## src/rtl/card_game_ctrl_if.sv

```systemverilog
// card_game_ctrl_if -- button inputs and display/status outputs of the
// memory-pairs card game controller.
//   master : drives the three button pulses, observes the game state
//   slave  : the controller itself
// Signals:
//   btn_left / btn_right / btn_select : one-cycle synchronous pulses
//   card_states : face-up mask (flipped or matched)
//   cursor_pos  : one-hot cursor
//   matched     : permanently matched cards
//   move_count  : completed pair attempts, saturating at 255
//   busy        : pair being compared or mismatched pair on display
//   game_over   : all four cards matched
interface card_game_ctrl_if;
  logic       btn_left;
  logic       btn_right;
  logic       btn_select;
  logic [3:0] card_states;
  logic [3:0] cursor_pos;
  logic [3:0] matched;
  logic [7:0] move_count;
  logic       busy;
  logic       game_over;

  modport master (
    output btn_left, btn_right, btn_select,
    input  card_states, cursor_pos, matched, move_count, busy, game_over
  );

  modport slave (
    input  btn_left, btn_right, btn_select,
    output card_states, cursor_pos, matched, move_count, busy, game_over
  );
endinterface

```

## src/rtl/card_game_ctrl.sv

```systemverilog
// card_game_ctrl -- four-card memory game. The player moves a one-hot cursor,
// flips two face-down cards, and the pair is either kept (equal values) or
// shown for HIDE_DELAY cycles and turned back face-down.
// Ports:
//   clk   : system clock, all state changes on its rising edge
//   reset : asynchronous, active-low reset
//   bus   : card_game_ctrl_if.slave (buttons in, registered game state out)
// Parameters:
//   HIDE_DELAY : cycles a mismatched pair stays face-up (1 .. 2^26-1)
//   PAIR_MAP   : card i value = PAIR_MAP[2i+1:2i]
module card_game_ctrl #(
  parameter int unsigned HIDE_DELAY = 50_000_000,
  parameter logic [7:0]  PAIR_MAP   = 8'h44
) (
  input  logic               clk,
  input  logic               reset,
  card_game_ctrl_if.slave    bus
);

  typedef enum logic [2:0] {
    PICK1,
    PICK2,
    COMPARE,
    SHOW_MISMATCH,
    DONE
  } state_t;

  // The timer counts down to zero, so the last mismatch cycle is timer == 0.
  localparam logic [25:0] TIMER_LOAD = 26'(HIDE_DELAY - 1);

  state_t      state_q, state_d;
  logic [3:0]  cursor_q, cursor_d;
  logic [3:0]  cards_q, cards_d;
  logic [3:0]  matched_q, matched_d;
  logic [7:0]  moves_q, moves_d;
  logic [25:0] timer_q, timer_d;
  logic [1:0]  first_q, first_d;
  logic [1:0]  second_q, second_d;
  logic        busy_q, busy_d;
  logic        game_over_q, game_over_d;

  logic [1:0]  sel_idx;
  logic        sel_free;
  logic [3:0]  pair_mask;

  function automatic logic [1:0] card_val(input logic [1:0] idx);
    return PAIR_MAP[{idx, 1'b0} +: 2];
  endfunction

  function automatic logic [1:0] onehot_idx(input logic [3:0] oh);
    return {oh[3] | oh[2], oh[3] | oh[1]};
  endfunction

  // NOTE: every signal written here gets its default first, so no path can
  // leave one unassigned and infer a latch.
  always_comb begin
    state_d   = state_q;
    cursor_d  = cursor_q;
    cards_d   = cards_q;
    matched_d = matched_q;
    moves_d   = moves_q;
    timer_d   = timer_q;
    first_d   = first_q;
    second_d  = second_q;

    // Selection always refers to the cursor as it was before this cycle's move.
    sel_idx   = onehot_idx(cursor_q);
    sel_free  = (cursor_q & cards_q) == 4'b0000;
    pair_mask = (4'b0001 << first_q) | (4'b0001 << second_q);

    if (bus.btn_right && !bus.btn_left) cursor_d = {cursor_q[2:0], cursor_q[3]};
    else if (bus.btn_left && !bus.btn_right) cursor_d = {cursor_q[0], cursor_q[3:1]};

    unique case (state_q)
      PICK1: begin
        if (bus.btn_select && sel_free) begin
          cards_d = cards_q | cursor_q;
          first_d = sel_idx;
          state_d = PICK2;
        end
      end
      PICK2: begin
        if (bus.btn_select && sel_free) begin
          cards_d  = cards_q | cursor_q;
          second_d = sel_idx;
          moves_d  = (moves_q == 8'hFF) ? moves_q : moves_q + 8'd1;
          state_d  = COMPARE;
        end
      end
      COMPARE: begin
        if (card_val(first_q) == card_val(second_q)) begin
          matched_d = matched_q | pair_mask;
          state_d   = (matched_d == 4'b1111) ? DONE : PICK1;
        end else begin
          timer_d = TIMER_LOAD;
          state_d = SHOW_MISMATCH;
        end
      end
      SHOW_MISMATCH: begin
        if (timer_q == 26'd0) begin
          cards_d = cards_q & ~pair_mask;
          state_d = PICK1;
        end else begin
          timer_d = timer_q - 26'd1;
        end
      end
      DONE: begin
        if (bus.btn_select) begin
          cards_d   = 4'b0000;
          matched_d = 4'b0000;
          moves_d   = 8'd0;
          cursor_d  = 4'b0001;
          state_d   = PICK1;
        end
      end
      default: state_d = PICK1;
    endcase

    // Status flags follow the next state so they are registered alongside it.
    busy_d      = (state_d == COMPARE) || (state_d == SHOW_MISMATCH);
    game_over_d = (state_d == DONE);
  end

  // NOTE: state registers use non-blocking assignments so every register
  // samples the pre-edge values regardless of statement order.
  always_ff @(posedge clk or negedge reset) begin
    if (!reset) begin
      state_q     <= PICK1;
      cursor_q    <= 4'b0001;
      cards_q     <= 4'b0000;
      matched_q   <= 4'b0000;
      moves_q     <= 8'd0;
      timer_q     <= 26'd0;
      first_q     <= 2'd0;
      second_q    <= 2'd0;
      busy_q      <= 1'b0;
      game_over_q <= 1'b0;
    end else begin
      state_q     <= state_d;
      cursor_q    <= cursor_d;
      cards_q     <= cards_d;
      matched_q   <= matched_d;
      moves_q     <= moves_d;
      timer_q     <= timer_d;
      first_q     <= first_d;
      second_q    <= second_d;
      busy_q      <= busy_d;
      game_over_q <= game_over_d;
    end
  end

  assign bus.card_states = cards_q;
  assign bus.cursor_pos  = cursor_q;
  assign bus.matched     = matched_q;
  assign bus.move_count  = moves_q;
  assign bus.busy        = busy_q;
  assign bus.game_over   = game_over_q;

endmodule
```

## src/flat_wrapper.sv

```systemverilog
// flat-port wrapper written by rule: the top's interface ports become plain ports
module card_game_ctrl_flat 
#(
  parameter int unsigned HIDE_DELAY = 50_000_000,
  parameter logic [7:0]  PAIR_MAP   = 8'h44
)
  (clk, reset, bus_btn_left, bus_btn_right, bus_btn_select, bus_card_states, bus_cursor_pos, bus_matched, bus_move_count, bus_busy, bus_game_over);
  card_game_ctrl_if bus_i ();
  input  logic clk;
  input  logic reset;
  input wire logic [$bits(bus_i.btn_left)-1:0] bus_btn_left;
  input wire logic [$bits(bus_i.btn_right)-1:0] bus_btn_right;
  input wire logic [$bits(bus_i.btn_select)-1:0] bus_btn_select;
  output wire logic [$bits(bus_i.card_states)-1:0] bus_card_states;
  output wire logic [$bits(bus_i.cursor_pos)-1:0] bus_cursor_pos;
  output wire logic [$bits(bus_i.matched)-1:0] bus_matched;
  output wire logic [$bits(bus_i.move_count)-1:0] bus_move_count;
  output wire logic [$bits(bus_i.busy)-1:0] bus_busy;
  output wire logic [$bits(bus_i.game_over)-1:0] bus_game_over;
  assign bus_i.btn_left = bus_btn_left;
  assign bus_i.btn_right = bus_btn_right;
  assign bus_i.btn_select = bus_btn_select;
  assign bus_card_states = bus_i.card_states;
  assign bus_cursor_pos = bus_i.cursor_pos;
  assign bus_matched = bus_i.matched;
  assign bus_move_count = bus_i.move_count;
  assign bus_busy = bus_i.busy;
  assign bus_game_over = bus_i.game_over;
  card_game_ctrl #(.HIDE_DELAY(HIDE_DELAY), .PAIR_MAP(PAIR_MAP)) u_core (.clk(clk), .reset(reset), .bus(bus_i));
endmodule
```

## config.mk

```make
export PLATFORM = sky130hd
export DESIGN_NAME = card_game_ctrl_flat
export DESIGN_NICKNAME = d
export VERILOG_FILES = /design/src/rtl/card_game_ctrl_if.sv /design/src/rtl/card_game_ctrl.sv /design/src/flat_wrapper.sv
export SDC_FILE = /design/constraint.sdc
export NUM_CORES = 1
export LEC_CHECK = 0
export CORE_ASPECT_RATIO = 0.8
export CORE_UTILIZATION = 51
export DETAILED_ROUTE_END_ITERATION = 8
export HOLD_SLACK_MARGIN = 0.02
export PLACE_DENSITY = 0.86
export SETUP_SLACK_MARGIN = 0.3
export SLEW_MARGIN = 20
export SYNTH_ARGS = -nofsm -noshare
export SYNTH_HDL_FRONTEND = slang
export SYNTH_SLANG_ARGS = --single-unit
```

## constraint.sdc

```tcl
create_clock -name clk -period 2.6 [get_ports clk]
set_clock_uncertainty 0.15 [all_clocks]
set_input_delay 0.65 -clock clk [delete_from_list [all_inputs] [get_ports clk]]
set_output_delay 0.65 -clock clk [all_outputs]
set_load 0.01 [all_outputs]
```

---- After elaboration in Yosys (flattened, before gate mapping) ----
Cells that the tools add are included.
word-level totals
  flip-flop bits (word level) ............. 55
  input bits .............................. 5
  output and inout port bits .............. 22
  logic and storage cells ................. 86
cells by class
  add/subtract/negate cells ............... 2
  equal/unequal tests ..................... 18
  shift-type cells ........................ 4
  mux-type cells .......................... 24
  bitwise logic cells ..................... 8
  reductions and logical operators ........ 20
operator list
  cell                                                       count
  2-to-1 mux 26 bit                                          2
  one-hot mux 26 bit (2 select lines)                        1
  2-to-1 mux 4 bit                                           8
  zero test 26 bit                                           1
  subtractor 26 x 1 -> 26 bit, second input constant         1
  2-to-1 mux 8 bit                                           3
  2-to-1 mux 3 bit                                           6
  one-hot mux 8 bit (2 select lines)                         1
  variable part select 8 x 4 -> 2 bit, first input constant  2
  one-hot mux 3 bit (5 select lines)                         1
  == test 3 x 2 -> 1 bit, second input constant              4
  OR 4 bit                                                   3
  one-hot mux 4 bit (3 select lines)                         1
  adder 8 x 1 -> 8 bit, second input constant                1
  bitwise AND 4 bit                                          2
  == test 8 bit, second input constant                       1
  inequality test 2 x 1 -> 1 bit, second input constant      4
  inequality test 2 bit, second input constant               4
  one-hot mux 4 bit (2 select lines)                         1
  AND reduction 4 bit                                        2
  << shifter 1 x 2 -> 4 bit, first input constant            2
  == test 3 bit, second input constant                       2
  AND reduction 3 bit                                        2
  nonzero test 2 bit                                         3
  other kinds (13)                                           18

---- Depth between registers and ports, before layout ----
Gate-level depths: netlist (run 1).
  depth in word-level cells ............... 9
  depth in mapped cells ................... 9
  gate-level depth less buffers ........... 7

---- Worst setup path before layout (run 1) ----
Ideal clock, no wire load.
  path type ............................... flip-flop to flip-flop
  start ................................... register u_core.timer_q[0]
  end ..................................... register u_core.timer_q[2]
  library setup time ...................... 132 ps
  arrival time ............................ 2,373 ps
  setup slack ............................. -54 ps
  cell stages (with the launch flop) ...... 10
  buffers on the path ..................... 2
  period minus slack after synthesis ...... 2,654 ps
  path through ............................ dfrtp_1 > inv_1 > ha_1 > or4b_1 > or4_4 > buf_6 > o21a_1 > buf_6 > a211oi_2 > a31oi_1
between the ends
  longest elaborated chain between the ends .. 3
  elaborated cells between the ends (all ways) .. 6
  those cells by class .................... 1 x add/sub; 1 x eq/ne; 2 x mux; 2 x reduce/logical
RTL lines
  item                                                                        RTL line                                      RTL
  from (decl)                                                                 card_game_ctrl.sv:36                          logic [25:0] timer_q, timer_d;
  from (signal assigned)                                                      card_game_ctrl.sv:144                         timer_q <= timer_d;
  subtractor 26 x 1 -> 26 bit or zero test 26 bit (tied branches)             card_game_ctrl.sv:104, card_game_ctrl.sv:100
  2-to-1 mux 26 bit or inequality test 2 bit (tied branches)                  -
  one-hot mux 26 bit (2 select lines) or AND reduction 3 bit (tied branches)  -
Parallel ways exist; a longest one is shown, timed or not. The select of a mux whose other input is x is not followed.
A chain may end at the register's enable or synchronous reset.

---- Worst setup path in the final report (run 1) ----
  start ................................... register u_core.timer_q[1]
  end ..................................... register u_core.timer_q[5]
The elaborated chain is that of the path after synthesis.

==> implementation parameters, run 1 <==
Parameter                              Value

Power and ir drop
  Fraction of power consumed by sequential logic    45.0%
  Leakage Power    1.435 nW
  Power density of the placed cells    ~920 nW/um^2
  Internal power summed over all cells    2.018 mW
  Switch share    between 30% and 40%
  Power spent charging and discharging nets    1.295 mW
  Overall power consumption    3.312 mW
  Combinational fraction of design power    40.2%
  Part of the power in the clock network    14.8%
  Largest voltage drop on the vdd net    roughly 0.00071 V

Detailed routing
  Routed via count    2,544
  TritonRoute pass-1 iters    6
  Number of remaining DRC errors    0
  Violation count after the first detailed-routing iteration    235
  Final wirelength    7135 um
  Detailed-route vias per instance    just over 6
  Antenna Nets Post-Route    0
  Per-cell routed wire length    approximately 17 um

Die
  FP Rows    23
  Top-Level Pins    27
  Core area    5151 um^2
  Width of the chip    84.75 um
  Initial Utilization    54.24%
  DIE AREA    around 5800 um^2
  Height of the chip    68.20 um

GRT
  Total routing resource utilization after global routing    26.18%
  Global-route wire length before repair    11,640 um
  Vias in the first global route    2,441
  Pin count of the biggest net entering global routing    36
  Number of antenna violations at the first check in global routing    0
  Remaining global-route overflow    0

Hold path
  Type of the tightest min-delay check    in -> async

Worst setup path
  Type of element launching the critical path    flip-flop
  Data arrival time at the worst-slack endpoint    between 2 and 3 ns
  Data required time at the worst endpoint    2.62 ns
  Worst Path Class, Setup    reg -> reg
  Critical-path maximum fanout    6
  Critical path endpoint category    flip-flop

Synth
  Fraction of registers with async set or reset after synthesis    100.0%
  Syn_nets    between 300 and 400
  Post-Syn Area    2794 um^2
  YS warnings    0
  Area share of the leading cell type in the synthesized netlist    between 40% and 50%
  Ranking of synthesized cells by area    sky130_fd_sc_hd__dfrtp_1, sky130_fd_sc_hd__nand2_1, sky130_fd_sc_hd__a21oi_1
  Fraction of the yosys area taken by sequential cells    49.31%
  Top_reg_cell synth    sky130_fd_sc_hd__dfrtp_1
  Post-Syn Area per Cell    9.439 um^2
  Flops & latches, synth    55
  Cell count after synthesis    ~300
  Number of distinct library cells after synthesis    49
  Count of flip-flops with a built-in enable after synthesis    0
  Library cell with the largest summed area after synthesis    sky130_fd_sc_hd__dfrtp_1

STA
  Smallest setup slack after layout    0.02702 ns
  Hold violation count in the final report    0
  Setup-violating endpoint count in the final report    0
  Worst slew pin tran    0.7342 ns
  Highest Clock Rate    0.3887 GHz
  Final slew viol count    0
  Unrepaired setup endpoints after global routing    yes
  Setup TNS Final    0 ns
  Max_slew headroom    51.05%
  Period utilisation layout    98.96%
  Final min period    roughly 2.6 ns

Final layout
  Inserted Diodes    0
  Fraction of final layout cells sized beyond drive strength 1    between 20% and 30%
  Area of all placed cells without fillers    roughly 3600 um^2
  Synth-to-Final Area Change    28.26%
  Number of nets in the final layout    359

Run status
  Run status    completed

CTS
  CTS Buf Count    5
  CTS clk-pin slew, worst paths    0.10 ns
  Number of sinks driven by the clock tree    55
  Number of H-tree levels    2
  Longest Clk Path Bufs    2
  Root Driver    sky130_fd_sc_hd__clkbuf_8
  TritonCTS clock tree    yes
  Insertion delay to the later sink of the worst-skew pair    0.30 ns

Placed design
  Number of buffer cells added on primary ports    26
  Post-place setup slack    -0.03327 ns
  Post-DP HPWL    4643 um
  Area post-placement    3213 um^2
  RD Place Congestion    0.8005

Flow run
  Total of max-cap violations    0
sequential cells by signal (all words and copies together) (netlist names):
name / count
u_core.bus.game_over: 1
u_core.bus.busy: 1
u_core.bus.move_count: 8
u_core.first_q: 2
u_core.timer_q: 26
u_core.bus.card_states: 4
u_core.bus.cursor_pos: 4
u_core.second_q: 2
u_core.state_q: 3
u_core.bus.matched: 4
layer usage:
| layer | wire length, um | part of all wire (%) | track usage, % |
|---|---|---|---|
| met5 | 0 | 0 | 0 |
| met4 | 138 | 1.9 | 8.475 |
| met2 | 3370 | 47 | 41.97 |
| met1 | 3231 | 45 | 35.75 |
| met3 | 394 | 5.5 | 6.152 |
metrics by stage:
step | util, % | hold slack, ns | cells
after CTS | 67.57 | 0.1710 | 410
after global routing | 69.57 | 0.1735 | 415
after floorplan | - | 0.2044 | 296
final | 69.57 | 0.1541 | 415
after global placement | 62.38 | 0.3052 | 390
after detailed placement | 62.38 | 0.3203 | 390
final cells by class:
type,instances,area (um^2)
Clock buffer,7,86.33
Clock inverter,1,5.005
Fill cell,337,1568
Inverter,6,22.52
Multi-Input combinational cell,224,1476
Sequential cell,55,1378
Tap cell,62,77.57
Timing Repair Buffer,60,538.0
cell usage in the layout (no fill, tap or decap), drive strengths merged, types with 6 or more instances in the layout:
| cell type | synthesis | final |
|---|---|---|
| o22ai | 6 | 6 |
| nand2 | 42 | 42 |
| mux2i | 6 | 6 |
| xnor2 | 6 | 6 |
| a21oi | 18 | 18 |
| buf | 3 | 35 |
| clkdlybuf4s50 | 0 | 25 |
| dfrtp | 54 | 54 |
| xor2 | 7 | 7 |
| nand4 | 6 | 6 |
| nand3 | 11 | 11 |
| or4 | 8 | 8 |
| o21ai | 18 | 18 |
| clkbuf | 8 | 7 |
| or3 | 6 | 6 |
| nor3 | 16 | 16 |
| nor2 | 24 | 24 |
| inv | 6 | 6 |
worst max-delay path, stage by stage (launching register included):
cell and delay (ns):
sky130_fd_sc_hd__dfrtp_1 0.40, sky130_fd_sc_hd__inv_1 0.07, sky130_fd_sc_hd__ha_2 0.16, sky130_fd_sc_hd__or4b_4 0.46, sky130_fd_sc_hd__or4_4 0.58, sky130_fd_sc_hd__buf_6 0.16, sky130_fd_sc_hd__o21ai_1 0.20, sky130_fd_sc_hd__xor2_1 0.18
sky130_fd_sc_hd__nand2_1 0.07
logic make-up after synthesis:
family / Yosys count / synth area share, %
and+or+nand+nor: 137 / 25.48
xor gates and xnor gates: 13 / 4.075
AOI/OAI and AO/OA: 64 / 14.20
DFF: 55 / 49.31
adders and majority gates: 2 / 0.8955
buffers and inverters: 17 / 3.090
muxes: 8 / 2.956
power groups by stage:
stage / combinational, mW / sequential, mW / clock, mW
floorplan: 0.637 / 1.46 / 0
global placement: 1.09 / 1.46 / 0
detailed placement: 1.14 / 1.48 / 0
CTS: 1.24 / 1.46 / 0.493
global route: 1.46 / 1.52 / 0.529
finish: 1.33 / 1.49 / 0.490
path summary, 6_finish.rpt:
check	startpoint	endpoint	slack, ns	cells past startpoint
min in group clk	u_core.timer_q[7]$_DFFE_PN0P_	u_core.timer_q[7]$_DFFE_PN0P_	0.35	1
max in group asynchronous	reset	u_core.bus.cursor_pos[0]$_DFF_PN1_	1.52	2
max	u_core.timer_q[1]$_DFFE_PN0P_	u_core.timer_q[5]$_DFFE_PN0P_	0.03	8
min reg2reg	u_core.timer_q[7]$_DFFE_PN0P_	u_core.timer_q[7]$_DFFE_PN0P_	0.35	1
max reg2reg	u_core.timer_q[1]$_DFFE_PN0P_	u_core.timer_q[5]$_DFFE_PN0P_	0.03	8
min	reset	u_core.timer_q[13]$_DFFE_PN0P_	0.15	1
Yosys cell counts (all sizes together) (3+ instances only):
library cell,number
buf,3
xnor2,6
nand4,6
nand3,11
or3,6
a21oi,18
clkbuf,8
o22ai,6
a31oi,4
o21ai,18
dfrtp,54
a211oi,3
nor2,24
xor2,7
nand2,42
nor3,16
nor3b,3
nor2b,4
mux2i,6
inv,6
or4,8
nor4,5
a22oi,5
repair_timing:
item	in CTS	in global routing
gates resized for setup	27	17
endpoints found under the setup margin	28	31
pin swaps	11	11
setup buffers	12	5
hold buffers	0	0
Power figures use the tool's default switching activity.
==> inputs of run 2 (changes only) <==
--- a/config.mk
+++ b/config.mk
@@ -8,6 +8,7 @@
 export CORE_ASPECT_RATIO = 0.8
 export CORE_UTILIZATION = 51
 export DETAILED_ROUTE_END_ITERATION = 8
+export GPL_TIMING_DRIVEN = 0
 export HOLD_SLACK_MARGIN = 0.02
 export PLACE_DENSITY = 0.86
 export SETUP_SLACK_MARGIN = 0.3
==> implementation parameters, run 2 (synthesis results as in run 1) <==
Parameter                              Value

Flow run
  Total of max-cap violations    0 (unchanged)

Detailed routing
  Routed via count    2,535 (was 2,544)
  Met3 Wirelength    346 um (was 394 um)
  Violation count after the first detailed-routing iteration    235 (unchanged)
  Number of remaining DRC errors    0 (unchanged)
  TritonRoute pass-1 iters    6 (unchanged)
  Final wirelength    7194 um (was 7135 um)
  Antenna Nets Post-Route    0 (unchanged)
  Per-cell routed wire length    17.46 um (was 17.19 um)
  Top sig layer    met4 (unchanged)
  Met2 routed WL    3412 um (was 3370 um)
  Detailed-route vias per instance    6.153 (was 6.130)
  Met1 layer wirelength in the final routing    3300 um (was 3231 um)

GRT
  Total routing resource utilization after global routing    25.56% (was 26.18%)
  Number of antenna violations at the first check in global routing    0 (unchanged)
  Global-route wire length before repair    11,150 um (was 11,640 um)
  Remaining global-route overflow    0 (unchanged)
  Pin count of the biggest net entering global routing    56 (was 36)
  Vias in the first global route    2,308 (was 2,441)

Run status
  Run status    finished with violations (was completed)
  Failing checks    setup timing

CTS
  Root Driver    sky130_fd_sc_hd__clkbuf_8 (unchanged)
  Insertion delay to the later sink of the worst-skew pair    0.32 ns (was 0.30 ns)
  CTS hold repair buffers    0 (unchanged)
  Number of H-tree levels    2 (unchanged)
  CTS Buf Count    5 (unchanged)
  Longest Clk Path Bufs    2 (unchanged)
  Number of sinks driven by the clock tree    55 (unchanged)
  TritonCTS clock tree    yes (unchanged)
  CTS clk-pin slew, worst paths    0.10 ns (about the same)

Placed design
  RD Place Congestion    0.8074 (was 0.8005)
  Number of buffer cells added on primary ports    25 (was 26)
  Number of instances in the placed design    383 (was 390)
  Post-DP HPWL    4399 um (was 4643 um)

Die
  Initial Utilization    54.24% (unchanged)
  DIE AREA    5780 um^2 (unchanged)
  FP Rows    23 (unchanged)
  Height of the chip    68.20 um (unchanged)
  Core area    5151 um^2 (unchanged)
  Width of the chip    84.75 um (unchanged)
  Top-Level Pins    27 (unchanged)

Power and ir drop
  Leakage Power    1.415 nW (was 1.435 nW)
  Largest voltage drop on the vdd net    0.0005294 V (was 0.0007144 V)
  Power density of the placed cells    919.4 nW/um^2 (was 924.4 nW/um^2)

Final layout
  Inserted Diodes    0 (unchanged)
  FF/Latch Area    1379 um^2 (was 1378 um^2)
  Register with the most flip-flops    u_core.timer_q (unchanged)
  Number of flip-flops in the largest register    26 (unchanged)
  Highest-count cells in the layout ignoring fill and taps    sky130_fd_sc_hd__dfrtp_1, sky130_fd_sc_hd__nand2_1, sky130_fd_sc_hd__clkdlybuf4s50_1 (was sky130_fd_sc_hd__dfrtp_1, sky130_fd_sc_hd__nand2_1, sky130_fd_sc_hd__buf_4)
  Number of nets in the final layout    356 (was 359)
  Most frequent standard cell in the layout excluding fill and tap cells    sky130_fd_sc_hd__dfrtp_1 (unchanged)
  Fraction of final layout cells sized beyond drive strength 1    20.57% (was 22.38%)
  Post-Layout Cell Count    412 (was 415)
  Synth-to-Final Area Change    27.50% (was 28.26%)
  Number of fill cells in the layout    341 (was 337)
  Multi-input logic area    1488 um^2 (was 1476 um^2)

Worst setup path
  Data required time at the worst endpoint    2.65 ns (was 2.62 ns)
  Critical-path maximum fanout    7 (was 6)
  Type of element launching the critical path    flip-flop (unchanged)
  Critical path endpoint category    flip-flop (unchanged)
  Worst Path Class, Setup    reg -> reg (unchanged)
  Data arrival time at the worst-slack endpoint    2.69 ns (was 2.60 ns)

STA
  Highest Clock Rate    0.3795 GHz (was 0.3887 GHz)
  Hold violation count in the final report    0 (unchanged)
  Period utilisation layout    101.4% (was 98.96%)
  Smallest setup slack after layout    -0.03526 ns (was 0.02702 ns)
  Final min period    2.635 ns (was 2.573 ns)
  Unrepaired setup endpoints after global routing    yes (unchanged)
  Post-Route Hold Slack    0.2049 ns (was 0.1541 ns)
  Worst slew pin tran    0.7026 ns (was 0.7342 ns)
  Max_slew headroom    53.16% (was 51.05%)
  Final slew viol count    0 (unchanged)
  Setup-violating endpoint count in the final report    6 (was 0)

Hold path
  Type of the tightest min-delay check    in -> async (unchanged)
[run 2: cell types whose count changed in the layout (fill, tap and decap cells not counted), sizes merged]
cell,previous run,this run
clkdlybuf4s50,25,24
clkinvlp,0,1
clkbuf,7,14
clkinv,1,0
buf,35,26
[run 2: final timing paths]
kind	slack (ns)	startpoint	endpoint	cells after the start
hold reg to reg	0.37	u_core.timer_q[10]$_DFFE_PN0P_	u_core.timer_q[10]$_DFFE_PN0P_	1
setup reg to reg	-0.04	u_core.timer_q[14]$_DFFE_PN0P_	u_core.timer_q[23]$_DFFE_PN0P_	7
hold / removal	0.20	reset	u_core.timer_q[8]$_DFFE_PN0P_	1
max in group asynchronous	1.58	reset	u_core.timer_q[14]$_DFFE_PN0P_	1
setup / recovery	-0.04	u_core.timer_q[14]$_DFFE_PN0P_	u_core.timer_q[23]$_DFFE_PN0P_	7
min in group clk	0.37	u_core.timer_q[10]$_DFFE_PN0P_	u_core.timer_q[10]$_DFFE_PN0P_	1
[run 2: report_power, final]
part / leakage (nW) / switching [mW] / total (mW) / internal, mW
Combinational: 0.734 / 0.643 / 1.25 / 0.605
Sequential: 0.631 / 0.352 / 1.50 / 1.14
Clock: 0.0505 / 0.288 / 0.531 / 0.243
[run 2: cell type report]
class | instances | area share, %
Tap cell | 62 | 2.178
Buffer | 11 | 2.107
Clock inverter | 1 | 0.2107
Multi-Input combinational cell | 224 | 41.76
Inverter | 6 | 0.6322
Clock buffer | 7 | 2.705
Sequential cell | 55 | 38.71
Timing Repair Buffer | 46 | 11.70
[run 2: through the flow]
| step | total power [mW] | setup slack, ns | TNS (ns) | instance area [um^2] | utilization, % |
|---|---|---|---|---|---|
| floorplan | 2.100 | -0.01712 | -0.01712 | 2805 | - |
| global placement | 2.488 | -0.8841 | -48.87 | 3133 | 60.82 |
| detailed placement | 2.557 | -0.1794 | -1.472 | 3131 | 60.77 |
| CTS | 3.159 | -0.01386 | -0.03632 | 3412 | 66.24 |
| global route | 3.478 | -0.1179 | -0.8841 | 3562 | 69.15 |
| finish | 3.275 | -0.03526 | -0.1253 | 3562 | 69.15 |
[run 2: metal layers]
metal / track usage, % / up-vias
li1: - / 1185
met1: 34.09 / 1265
met2: 41.87 / 74
met3: 6.031 / 11
met4: 8.686 / 0
met5: 0 / -
[run 2: critical path, stage by stage (launching register included)]
cell	delay, ns
sky130_fd_sc_hd__dfrtp_2	0.42
sky130_fd_sc_hd__or4_4	0.51
sky130_fd_sc_hd__buf_6	0.15
sky130_fd_sc_hd__or4_4	0.54
sky130_fd_sc_hd__buf_6	0.15
sky130_fd_sc_hd__nand4_1	0.14
sky130_fd_sc_hd__nor3_1	0.07
sky130_fd_sc_hd__or3b_1	0.39
[run 2: what timing repair did]
action / in CTS / in global routing
resized for setup: 20 / 26
pin swaps: 13 / 18
setup endpoints to repair: 30 / 46
gates cloned: 1 / 0
buffers inserted: 12 / 8
